===== config.mk =====
export PLATFORM = sky130hd
export DESIGN_NAME = clip_round_n
export DESIGN_NICKNAME = d
export VERILOG_FILES = /design/src/rtl/clip_round_n.sv
export SDC_FILE = /design/constraint.sdc
export NUM_CORES = 1
export LEC_CHECK = 0
export ABC_AREA = 1
export CAP_MARGIN = 0
export CORE_MARGIN = 5
export CORE_UTILIZATION = 60
export DETAILED_ROUTE_END_ITERATION = 10
export DONT_BUFFER_PORTS = 1
export HOLD_SLACK_MARGIN = 0.15
export MAX_ROUTING_LAYER = met4
export PLACE_DENSITY = 0.76
export SYNTH_ARGS = -nofsm -noshare
export SYNTH_HDL_FRONTEND = slang
export SYNTH_SLANG_ARGS = --single-unit

===== constraint.sdc =====
create_clock -name clock -period 3.7 [get_ports clock]
set_input_delay 0.74 -clock clock [delete_from_list [all_inputs] [get_ports clock]]
set_output_delay 0.74 -clock clock [all_outputs]
set_load 0.05 [all_outputs]

===== src/rtl/clip_round_n.sv =====
// clip_round_n: two-stage round / arithmetic-shift / unsigned-clamp for FME interpolation.
// Stage 1 adds an optional rounding offset and shifts; stage 2 clamps to the pixel range
// and flags lanes that saturated. Saturation counts track stage-2 beats as they retire.
module clip_round_n #(
  parameter int unsigned LANES     = 4,
  parameter int unsigned IN_WIDTH  = 11,
  parameter int unsigned OUT_WIDTH = 8,
  parameter int unsigned CNT_WIDTH = 16
) (
  input  logic                         clock,
  input  logic                         reset_n,
  input  logic                         enable,
  input  logic                         clear_stats,
  input  logic                         in_valid,
  input  logic [LANES*IN_WIDTH-1:0]    in_data,
  input  logic [2:0]                   shift,
  input  logic                         round_en,
  output logic                         out_valid,
  output logic [LANES*OUT_WIDTH-1:0]   out_data,
  output logic [CNT_WIDTH-1:0]         sat_hi_count,
  output logic [CNT_WIDTH-1:0]         sat_lo_count
);

  // One extra bit so input plus offset can never overflow.
  localparam int unsigned SumW = IN_WIDTH + 1;
  localparam logic signed [SumW-1:0] MaxOut = SumW'((2 ** OUT_WIDTH) - 1);

  logic        [SumW-1:0] offset;
  logic signed [SumW-1:0] sum_s   [LANES];
  logic signed [SumW-1:0] s1_d    [LANES];
  logic signed [SumW-1:0] s1_data_q [LANES];
  logic                   s1_valid_q;

  logic [LANES*OUT_WIDTH-1:0] clip_data;
  logic [LANES-1:0]           hi_flag;
  logic [LANES-1:0]           lo_flag;

  logic                 out_valid_q;
  logic [LANES*OUT_WIDTH-1:0] out_data_q;
  logic [CNT_WIDTH-1:0] hi_cnt_q, hi_cnt_d;
  logic [CNT_WIDTH-1:0] lo_cnt_q, lo_cnt_d;
  logic [CNT_WIDTH:0]   hi_sum, lo_sum;

  // Stage 1 datapath: sign-extend, add rounding offset, arithmetic shift (floor).
  always_comb begin
    offset = '0;
    if (round_en && (shift != 3'd0)) begin
      offset = SumW'(1) << (shift - 3'd1);
    end
    for (int k = 0; k < LANES; k++) begin
      sum_s[k] = $signed({in_data[k*IN_WIDTH + IN_WIDTH - 1], in_data[k*IN_WIDTH +: IN_WIDTH]})
               + $signed(offset);
      s1_d[k]  = sum_s[k] >>> shift;
    end
  end

  // Stage 1 registers: valid always advances, data only on valid beats.
  always_ff @(posedge clock or negedge reset_n) begin
    if (!reset_n) begin
      s1_valid_q <= 1'b0;
      for (int k = 0; k < LANES; k++) begin
        s1_data_q[k] <= '0;
      end
    end else if (enable) begin
      s1_valid_q <= in_valid;
      if (in_valid) begin
        for (int k = 0; k < LANES; k++) begin
          s1_data_q[k] <= s1_d[k];
        end
      end
    end
  end

  // Stage 2 datapath: clamp each lane to [0, 2^OUT_WIDTH-1] and flag saturation.
  always_comb begin
    clip_data = '0;
    hi_flag   = '0;
    lo_flag   = '0;
    for (int k = 0; k < LANES; k++) begin
      if (s1_data_q[k][SumW-1]) begin
        lo_flag[k]                                = 1'b1;
        clip_data[k*OUT_WIDTH +: OUT_WIDTH]       = '0;
      end else if (s1_data_q[k] > MaxOut) begin
        hi_flag[k]                                = 1'b1;
        clip_data[k*OUT_WIDTH +: OUT_WIDTH]       = '1;
      end else begin
        clip_data[k*OUT_WIDTH +: OUT_WIDTH]       = s1_data_q[k][OUT_WIDTH-1:0];
      end
    end
  end

  // Stage 2 registers: out_data holds the last valid beat across bubbles.
  always_ff @(posedge clock or negedge reset_n) begin
    if (!reset_n) begin
      out_valid_q <= 1'b0;
      out_data_q  <= '0;
    end else if (enable) begin
      out_valid_q <= s1_valid_q;
      if (s1_valid_q) begin
        out_data_q <= clip_data;
      end
    end
  end

  // Counter next-state: add popcount of flags with a carry bit, saturate on carry.
  always_comb begin
    hi_sum = {1'b0, hi_cnt_q};
    lo_sum = {1'b0, lo_cnt_q};
    for (int k = 0; k < LANES; k++) begin
      hi_sum = hi_sum + {{CNT_WIDTH{1'b0}}, hi_flag[k]};
      lo_sum = lo_sum + {{CNT_WIDTH{1'b0}}, lo_flag[k]};
    end
    hi_cnt_d = hi_sum[CNT_WIDTH] ? '1 : hi_sum[CNT_WIDTH-1:0];
    lo_cnt_d = lo_sum[CNT_WIDTH] ? '1 : lo_sum[CNT_WIDTH-1:0];
  end

  // Saturation counters: clear wins over increment and ignores enable.
  always_ff @(posedge clock or negedge reset_n) begin
    if (!reset_n) begin
      hi_cnt_q <= '0;
      lo_cnt_q <= '0;
    end else if (clear_stats) begin
      hi_cnt_q <= '0;
      lo_cnt_q <= '0;
    end else if (enable && s1_valid_q) begin
      hi_cnt_q <= hi_cnt_d;
      lo_cnt_q <= lo_cnt_d;
    end
  end

  assign out_valid    = out_valid_q;
  assign out_data     = out_data_q;
  assign sat_hi_count = hi_cnt_q;
  assign sat_lo_count = lo_cnt_q;

endmodule


==> results by group, run 1 <==
Logic synthesis
  • Post-synthesis async set-or-reset flop share: 100%
  • Syn avg cell area: 6.63 um2
  • Post-synthesis cell type count: 46
  • Synth Area in Compound Gates: 10.2%
  • Post-Synth XOR/XNOR Area: 2.21%
  • Largest family of logic cells by synthesized area: simple AND/OR/NAND/NOR gates
  • Seq/Total Area, Yosys: 32.7%
  • Syn_nets: 1414
  • Primary FF master, synth: dfrtp_1
  • Simple-gate share of the synthesized area: between 30% and 40%
  • Synth Instances: 1315
  • Multiplexer area fraction after synthesis: 0%
  • Number of synthesized register bits: 114
  • Mapped cell area: 0.00872 mm2
  • Syn. warnings: 0
  • EDFF count, synth: 0
  • Adder-cell share of the synthesized area: approximately 7.5%

GRT
  • Total gr overflow: 0
  • Total GRT Usage: a little under 30%
  • Vias in the first global route: about 8000
  • Routing usage on met3: 6.22%
  • Met1 Track Usage GR: 42.9%
  • Met2 usage: 42.9%
  • First-pass GRT wire length: 39700 um
  • Initial antenna violation count: 0
  • Largest net degree at the start of global routing: 115
  • GRT Max-Usage Layer: met1

STA
  • Final setup fails: 0
  • Setup TNS: 0 ns
  • Max frequency: 289 MHz
  • Period utilisation layout: 93.4%
  • Worst setup margin: 0.245 ns
  • Clk_skew: 0.00654 ns
  • Worst slew pin tran: about 1.1 ns
  • Min Tclk post-route: 3.46 ns
  • Slew headroom: 25.2%
  • Fin. Hold Viols: 0
  • RSZ-0062 raised after global routing: false
  • Slew Limit Fails: 0

Clocking
  • Clock tree from TritonCTS: done
  • H-tree levels: 4
  • CTS buffer count: 17
  • Clock buffer depth: 2
  • Postcts setup bufs: 0
  • Clock Sinks: about 110
  • Clock transition at path regs: 0.05 ns
  • Clk Latency, worst-skew pair: 0.41 ns
  • Clock root buffer: clkbuf_16

Run
  • MaxCap Viol Count: 0

Final layout
  • Share of layout cells above drive strength 1: 5.52%
  • Layout net count: between 1000 and 1500
  • Commonest non-fill, non-tap cell in the layout: nand2_1
  • Most frequent cells in the layout: nand2_1 (443), nand3_1 (204), inv_1 (125)
  • N_diodes: 0
  • Area Overhead vs Synth: 10.5%

Die
  • Initial Utilization: 60.7%
  • Top Ports: 118
  • Std cell rows: 44
  • Die Span Y: 131 um
  • Die Width: 131 um
  • DIE AREA: 0.0170 mm2
  • Core area: 0.0144 mm2

Setup path
  • Setup crit end kind: flop
  • Critical R2R Capture: sat_hi_count[15]$_DFFE_PN0P_
  • Stages on the worst setup path: 16
  • Max Fanout on Critical Path: 9
  • Slowest stage delay, CP: 0.49 ns
  • CP top delay family: simple AND/OR/NAND/NOR gates
  • CP Data Required Time: slightly above 4 ns
  • Crit path buf inv count: 1
  • Worst setup SP type: flop
  • CP cell instances: or3_1, nand2_1, fa_1, fa_1, inv_1, fa_1, nand3_2, nor2_2, nand2_2, nor2_2, nand2_1, nor3_2, nand3_1, nand2_1, o21ai_1, o21ai_1
  • WP data arrival: 3.78 ns
  • Reg2reg start: s1_data_q[22]$_DFFE_PN0P_
  • Slowest cell on the critical path: or3_1
  • Kind of critical path: flop to flop
  • Reg2reg setup slack: about 0.24 ns
  • Worst Reg2Reg Path Length in Cells: 16
  • Crit path to: sat_hi_count[15]$_DFFE_PN0P_
  • Critical Path Start: s1_data_q[22]$_DFFE_PN0P_

Detailed routing
  • Vias/cell: 5.71
  • DRC viols: 0
  • 1st-pass router iterations: 5
  • Routed len/inst: 15.7 um
  • Starting DRC count in detailed routing: 734
  • Final wirelength: 23600 um
  • Antenna viol nets, final: 0
  • Via count: 8596

Placement
  • Pre-CTS WS: 0.175 ns
  • GPL Wtd Cong: just under 1
  • Post-detail-place hpwl: 17700 um
  • Port Buffers: 0

Power
  • LEAKAGE: 5.03 nW
  • Pwr per Cell Area: 471 mW/mm2
  • Maximum VDD drop: 0.000277 V

Run status
  • Status: completed

Hold path
  • Hold Crit Class: input port to asynchronous set/reset pin
[cell usage after synthesis, types with 13 or more instances]
master    instances  area, um2
nor3_1           17       85.1
ha_1             36        450
inv_1           125        469
nand2_1         443       1660
o21ai_0          63        315
nand4_1          13       81.3
clkbuf_1         28        105
dfrtp_1         114       2850
o21ai_1          21        105
xor2_1           19        166
nand3_1         204       1020
a21oi_1          48        240
nor2_1           81        304
[report_power, final]
part / switching, mW / internal (mW)
clock network: 0.559 / 1.35
logic: 0.487 / 0.270
registers: 0.458 / 1.42
total: 1.50 / 3.04
[worst min path at each step]
stage	slack [ns]	to	from	cells past startpoint
finish	0.24	out_data[3]$_DFFE_PN0P_	reset_n	1
global route	0.31	sat_lo_count[13]$_DFFE_PN0P_	reset_n	1
CTS	0.29	s1_data_q[42]$_DFFE_PN0P_	reset_n	1
detailed placement	0.45	sat_lo_count[11]$_DFFE_PN0P_	reset_n	0
global placement	0.45	sat_lo_count[13]$_DFFE_PN0P_	reset_n	0
floorplan	0.44	out_data[0]$_DFFE_PN0P_	reset_n	0
[area by class of cell]
class | count | area (um2)
tap | 184 | 230
multi-input combinational | 1029 | 5220
sequential | 114 | 2850
clock buffer | 23 | 498
fill | 1284 | 4730
inverter | 129 | 484
clock inverter | 9 | 198
timing repair buffer | 18 | 155
[state kept, by name (all words and copies together), names as in the netlist]
name and count:
s1_valid_q 1, sat_lo_count 16, sat_hi_count 16, out_valid 1, s1_data_q 48, out_data 32
[metrics by stage]
stage | cells | util [%] | instance area, um2 | hold WS [ns] | power (mW)
after CTS | 1506 | 67.0 | 9630 | 0.294 | 4.56
after global placement | 1473 | 62.0 | 8910 | 0.448 | 2.58
after floorplan | 1315 | - | 8720 | 0.444 | 2.41
after detailed placement | 1473 | 62.0 | 8910 | 0.448 | 2.60
final | 1506 | 67.0 | 9630 | 0.240 | 4.54
after global routing | 1506 | 67.0 | 9630 | 0.309 | 4.75
[routing by layer]
layer  routed length (um)  vias up
li1                     -     4318
met1                11000     3942
met2                10400      307
met3                 1860       29
met4                  294        0
met5                    0        -
[timing repair]
action | in CTS | in global routing
hold endpoints to repair | 114 | 0
setup endpoints to repair | 0 | 3
gates resized for setup | 0 | 1
hold buffers | 1 | 0
[kinds of logic after synthesis]
| group | count (synthesis) |
|---|---|
| AOI/OAI and AO/OA | 162 |
| xor gates and xnor gates | 22 |
| buffers and inverters | 172 |
| and+or+nand+nor | 799 |
| adders and majority gates | 46 |
| DFF | 114 |
No activity file was read; power rests on OpenSTA's default activity.
==> run 2: changes to the inputs <==
--- a/config.mk
+++ b/config.mk
@@ -6,7 +6,7 @@
 export NUM_CORES = 1
 export LEC_CHECK = 0
 export ABC_AREA = 1
-export CAP_MARGIN = 0
+export CAP_MARGIN = 20
 export CORE_MARGIN = 5
 export CORE_UTILIZATION = 60
 export DETAILED_ROUTE_END_ITERATION = 10
==> results by group, run 2 (synthesis results as in run 1) <==
Setup path
  • Critical R2R Capture: sat_hi_count[15]$_DFFE_PN0P_
  • CP cell instances: or3_1, nand2_1, fa_1, fa_1, inv_1, fa_1, nand3_2, nor2_2, nand2_2, nor2_2, nand2_1, nor3_2, nand3_1, nand2_1, o21ai_1, o21ai_1
  • Slowest stage delay, CP: 0.49 ns
  • CP Data Required Time: 4.03 ns
  • Critical Path Start: s1_data_q[22]$_DFFE_PN0P_
  • Reg2reg start: s1_data_q[22]$_DFFE_PN0P_
  • Reg2reg setup slack: 0.24 ns
  • Setup crit end kind: flop
  • Kind of critical path: flop to flop
  • Worst setup SP type: flop
  • Crit path to: sat_hi_count[15]$_DFFE_PN0P_
  • WP data arrival: 3.78 ns
  • Max Fanout on Critical Path: 9
  • Worst Reg2Reg Path Length in Cells: 16
  • Slowest cell on the critical path: or3_1

STA
  • Fin. Hold Viols: 0
  • Setup TNS: 0 ns
  • RSZ-0062 raised after global routing: false
  • Clk_skew: 0.00795 ns
  • Period utilisation layout: about 93%
  • Worst slew pin tran: 0.763 ns
  • Min Tclk post-route: 3.46 ns
  • Final setup fails: 0
  • Slew headroom: 49.1%
  • Hold_ws: 0.263 ns
  • Max frequency: a little under 300 MHz
  • Slew Limit Fails: 0

Hold path
  • Hold Crit Class: input port to asynchronous set/reset pin

Detailed routing
  • Wl on met1: 10900 um
  • DR WL met3: about 2000 um
  • Routed len/inst: 15.7 um
  • Final wirelength: 23600 um
  • Vias/cell: between 5 and 6
  • Starting DRC count in detailed routing: ~630
  • 1st-pass router iterations: 6
  • Via count: 8592
  • DRC viols: 0
  • WL met2: 10500 um
  • Antenna viol nets, final: 0
  • Highest routed layer: met4

Final layout
  • Share of layout cells above drive strength 1: 5.59%
  • Layout net count: 1409
  • Fin cells: 1507
  • Area Overhead vs Synth: 10.7%
  • Footprint of the multi-input gates: between 0.005 and 0.006 mm2
  • Sequential cell area: 0.00285 mm2
  • Finished Core Util: between 60% and 70%
  • Largest register FFs: 48
  • N_diodes: 0
  • FILL cells: 1283
  • Top reg by flops: s1_data_q
  • Commonest non-fill, non-tap cell in the layout: nand2_1
  • Most frequent cells in the layout: nand2_1 (443), nand3_1 (204), inv_1 (125)

Clocking
  • Clock tree from TritonCTS: done
  • Clock root buffer: clkbuf_16
  • Clk Latency, worst-skew pair: 0.41 ns
  • Clock buffer depth: 2
  • Clock Sinks: about 110
  • H-tree levels: 4
  • Postcts setup bufs: 0
  • Clock transition at path regs: 0.05 ns
  • CTS buffer count: 17

GRT
  • Total GRT Usage: 29.6%
  • Vias in the first global route: 7985
  • First-pass GRT wire length: around 40000 um
  • Largest net degree at the start of global routing: ~120
  • Initial antenna violation count: 0
  • Total gr overflow: 0

Die
  • Top Ports: 118
  • DIE AREA: 0.0170 mm2
  • Initial Utilization: 60.7%
  • Die Span Y: 131 um
  • Core area: 0.0144 mm2
  • Die Width: 131 um
  • Std cell rows: 44

Placement
  • Post-detail-place hpwl: 17700 um
  • Port Buffers: 0
  • GPL Wtd Cong: 0.976
  • Placed Cells: 1473

Power
  • Total power draw: 4.54 mW
  • LEAKAGE: 5.03 nW
  • Pwr per Cell Area: ~470 mW/mm2
  • Maximum VDD drop: 0.000277 V

Run
  • MaxCap Viol Count: 0

Run status
  • Status: completed
-- run 2: cell count changes in the layout (fill, tap and decap cells not counted) --
cell	previous run	this run
buf_8	0	1
-- run 2: how the worst min path moves through the flow --
stage / startpoint / to / slack, ns / depth (start not counted)
after detailed placement: reset_n / sat_lo_count[11]$_DFFE_PN0P_ / 0.45 / 0
after floorplan: reset_n / out_data[0]$_DFFE_PN0P_ / 0.44 / 0
after global routing: reset_n / sat_lo_count[13]$_DFFE_PN0P_ / 0.31 / 1
after global placement: reset_n / sat_lo_count[13]$_DFFE_PN0P_ / 0.45 / 0
after CTS: reset_n / s1_data_q[42]$_DFFE_PN0P_ / 0.29 / 1
final: reset_n / out_data[3]$_DFFE_PN0P_ / 0.26 / 1
-- run 2: area by class of cell --
class                      instances  area share [%]
timing repair buffer              19            1.76
inverter                         129            5.02
multi-input combinational       1029            54.1
clock inverter                     9            2.05
sequential                       114            29.6
clock buffer                      23            5.16
tap                              184            2.39
-- run 2: repair_timing --
| action | in CTS | in global routing |
|---|---|---|
| setup endpoints to repair | 0 | 3 |
| endpoints found under the hold margin | 114 | 0 |
| hold buffers | 1 | 0 |
| resized for setup | 0 | 1 |
-- run 2: layer usage --
metal | vias to the layer above | track usage, %
met3 | 27 | 6.22
met1 | 3922 | 42.9
met4 | 0 | 7.02
li1 | 4317 | -
met5 | - | -
met2 | 326 | 42.9
-- run 2: stage by stage --
step                cell area, um2  setup WS, ns
finish                        9650         0.244
global route                  9650        0.0347
CTS                           9630         0.200
detailed placement            8910         0.175
global placement              8910         0.223
floorplan                     8720         0.306
-- run 2: critical path, delay by kind of cell, from the launching register on --
family,cells,cell delay (ns)
AOI/OAI and AO/OA,2,0.14
adders and majority gates,3,1.09
buffers and inverters,1,0.10
DFF,1,0.39
and+or+nand+nor,10,1.65
-- run 2: where the power goes --
group	total (mW)	internal, mW	switching, mW
Sequential	1.88	1.42	0.457
Combinational	0.758	0.271	0.487
Clock	1.91	1.35	0.559
==> run 3: changes to the inputs <==
==> constraint.sdc (replaced) <==
create_clock -name clock -period 4.25 [get_ports clock]
set_input_delay 0.85 -clock clock [delete_from_list [all_inputs] [get_ports clock]]
set_output_delay 0.85 -clock clock [all_outputs]
set_load 0.05 [all_outputs]
==> results by group, run 3 (synthesis results as in run 1) <==
Run status
  • Status: completed

GRT
  • Vias in the first global route: 7726
  • First-pass GRT wire length: between 30000 and 40000 um
  • Total gr overflow: 0
  • Total GRT Usage: approximately 28%
  • Initial antenna violation count: 0
  • Largest net degree at the start of global routing: approximately 120

Clocking
  • Post_cts resized: 0
  • H-tree levels: 4
  • Clock root buffer: clkbuf_16
  • Clock Sinks: 114
  • CTS buffer count: 17
  • Clock transition at path regs: 0.05 ns
  • Clk Latency, worst-skew pair: 0.41 ns
  • Clock tree from TritonCTS: done
  • Clock buffer depth: 2

STA
  • Period utilisation layout: about nine tenths
  • Final setup fails: 0
  • RSZ-0062 raised after global routing: false
  • Min Tclk post-route: 3.75 ns
  • Slew headroom: 27.0%
  • Slew Limit Fails: 0
  • Fin. Hold Viols: 0
  • Worst slew pin tran: 1.09 ns
  • Max frequency: 267 MHz
  • Clk_skew: roughly 0.007 ns
  • Setup TNS: 0 ns

Setup path
  • WP data arrival: 4.07 ns
  • Worst setup SP type: flop
  • CP Data Required Time: between 4 and 5 ns
  • Setup crit end kind: flop
  • Max Fanout on Critical Path: 12
  • Kind of critical path: flop to flop

Detailed routing
  • Vias/cell: 5.65
  • Starting DRC count in detailed routing: 784
  • DRC viols: 0
  • Final wirelength: 22900 um
  • Routed len/inst: 15.2 um
  • Antenna viol nets, final: 0
  • 1st-pass router iterations: 5
  • Via count: ~8500

Power
  • LEAKAGE: just under 5 nW
  • Pwr per Cell Area: between 300 and 400 mW/mm2
  • Total power draw: between 3 and 4 mW
  • Maximum VDD drop: about 0.00024 V

Run
  • MaxCap Viol Count: 0

Die
  • Die Span Y: 131 um
  • Top Ports: 118
  • Die Width: 131 um
  • Core area: ~0.014 mm2
  • Std cell rows: 44
  • DIE AREA: roughly 0.017 mm2
  • Initial Utilization: between 60% and 70%

Final layout
  • Commonest non-fill, non-tap cell in the layout: nand2_1
  • Share of layout cells above drive strength 1: 5.16%
  • N_diodes: 0
  • Area Overhead vs Synth: 8.81%
  • Layout net count: about 1400
  • Most frequent cells in the layout: nand2_1 (443), nand3_1 (204), inv_1 (125)
  • Largest register FFs: 48
  • Top reg by flops: s1_data_q
  • Finished Core Util: 66.0%

Placement
  • GPL Wtd Cong: 0.969
  • Port Buffers: 0
  • Post-detail-place hpwl: 17400 um

Hold path
  • Hold Crit Class: input port to asynchronous set/reset pin
## run 3: final timing paths
kind	start	end	cells past startpoint	slack, ns
worst max register to register	s1_data_q[46]$_DFFE_PN0P_	sat_hi_count[11]$_DFFE_PN0P_	16	0.50
max in group asynchronous	reset_n	sat_hi_count[4]$_DFFE_PN0P_	1	3.42
worst min register to register	s1_data_q[27]$_DFFE_PN0P_	s1_data_q[27]$_DFFE_PN0P_	2	0.48
min in group clock	s1_data_q[27]$_DFFE_PN0P_	s1_data_q[27]$_DFFE_PN0P_	2	0.48
worst min-delay path	reset_n	s1_data_q[39]$_DFFE_PN0P_	1	0.36
worst max-delay path	s1_data_q[46]$_DFFE_PN0P_	sat_hi_count[11]$_DFFE_PN0P_	16	0.50
## run 3: cell type report
cell class,count,area (um2)
Timing Repair Buffer,15,133
Clock inverter,10,108
Tap cell,184,230
Fill cell,1306,4880
Inverter,129,484
Sequential cell,114,2850
Multi-Input combinational cell,1029,5210
Clock buffer,22,474
## run 3: worst max-delay path, cell delays in order, from the launching register on
cell	delay, ns
dfrtp_1	0.37
or3_1	0.47
nand2_1	0.18
fa_1	0.46
fa_1	0.42
inv_1	0.10
fa_1	0.23
nand3_2	0.10
nor2_2	0.15
nand2_2	0.09
nor2_4	0.15
nand3_2	0.09
nor2_2	0.44
inv_1	0.14
nand3_1	0.12
nand2_1	0.05
o21ai_1	0.08
## run 3: stage by stage
step	instance area (um2)	std cells	hold WS (ns)	worst slack, ns
floorplan	8720	1315	0.444	0.413
global placement	8880	1470	0.460	0.483
detailed placement	8880	1470	0.467	0.481
CTS	9490	1503	0.403	0.484
global route	9490	1503	0.423	0.312
finish	9490	1503	0.357	0.503
## run 3: power breakdown
group          leakage [nW]  total (mW)  internal (mW)  switching, mW
registers              1.43        1.63           1.24          0.396
clock network         0.282        1.37          0.902          0.472
logic                  3.25       0.641          0.231          0.410
total                  4.95        3.65           2.37           1.28
## run 3: repair_timing
action / in CTS / in global routing
setup buffers: 0 / 0
hold buffers: 1 / 0
hold endpoints to repair: 114 / 0
## run 3: per-layer routing
layer | track usage (%) | share of wire, % | vias up
met4 | 6.05 | 1.3 | 0
met1 | 41.6 | 48 | 3861
li1 | - | - | 4312
met2 | 41.0 | 43 | 293
met3 | 5.61 | 7.7 | 26
met5 | - | 0 | -
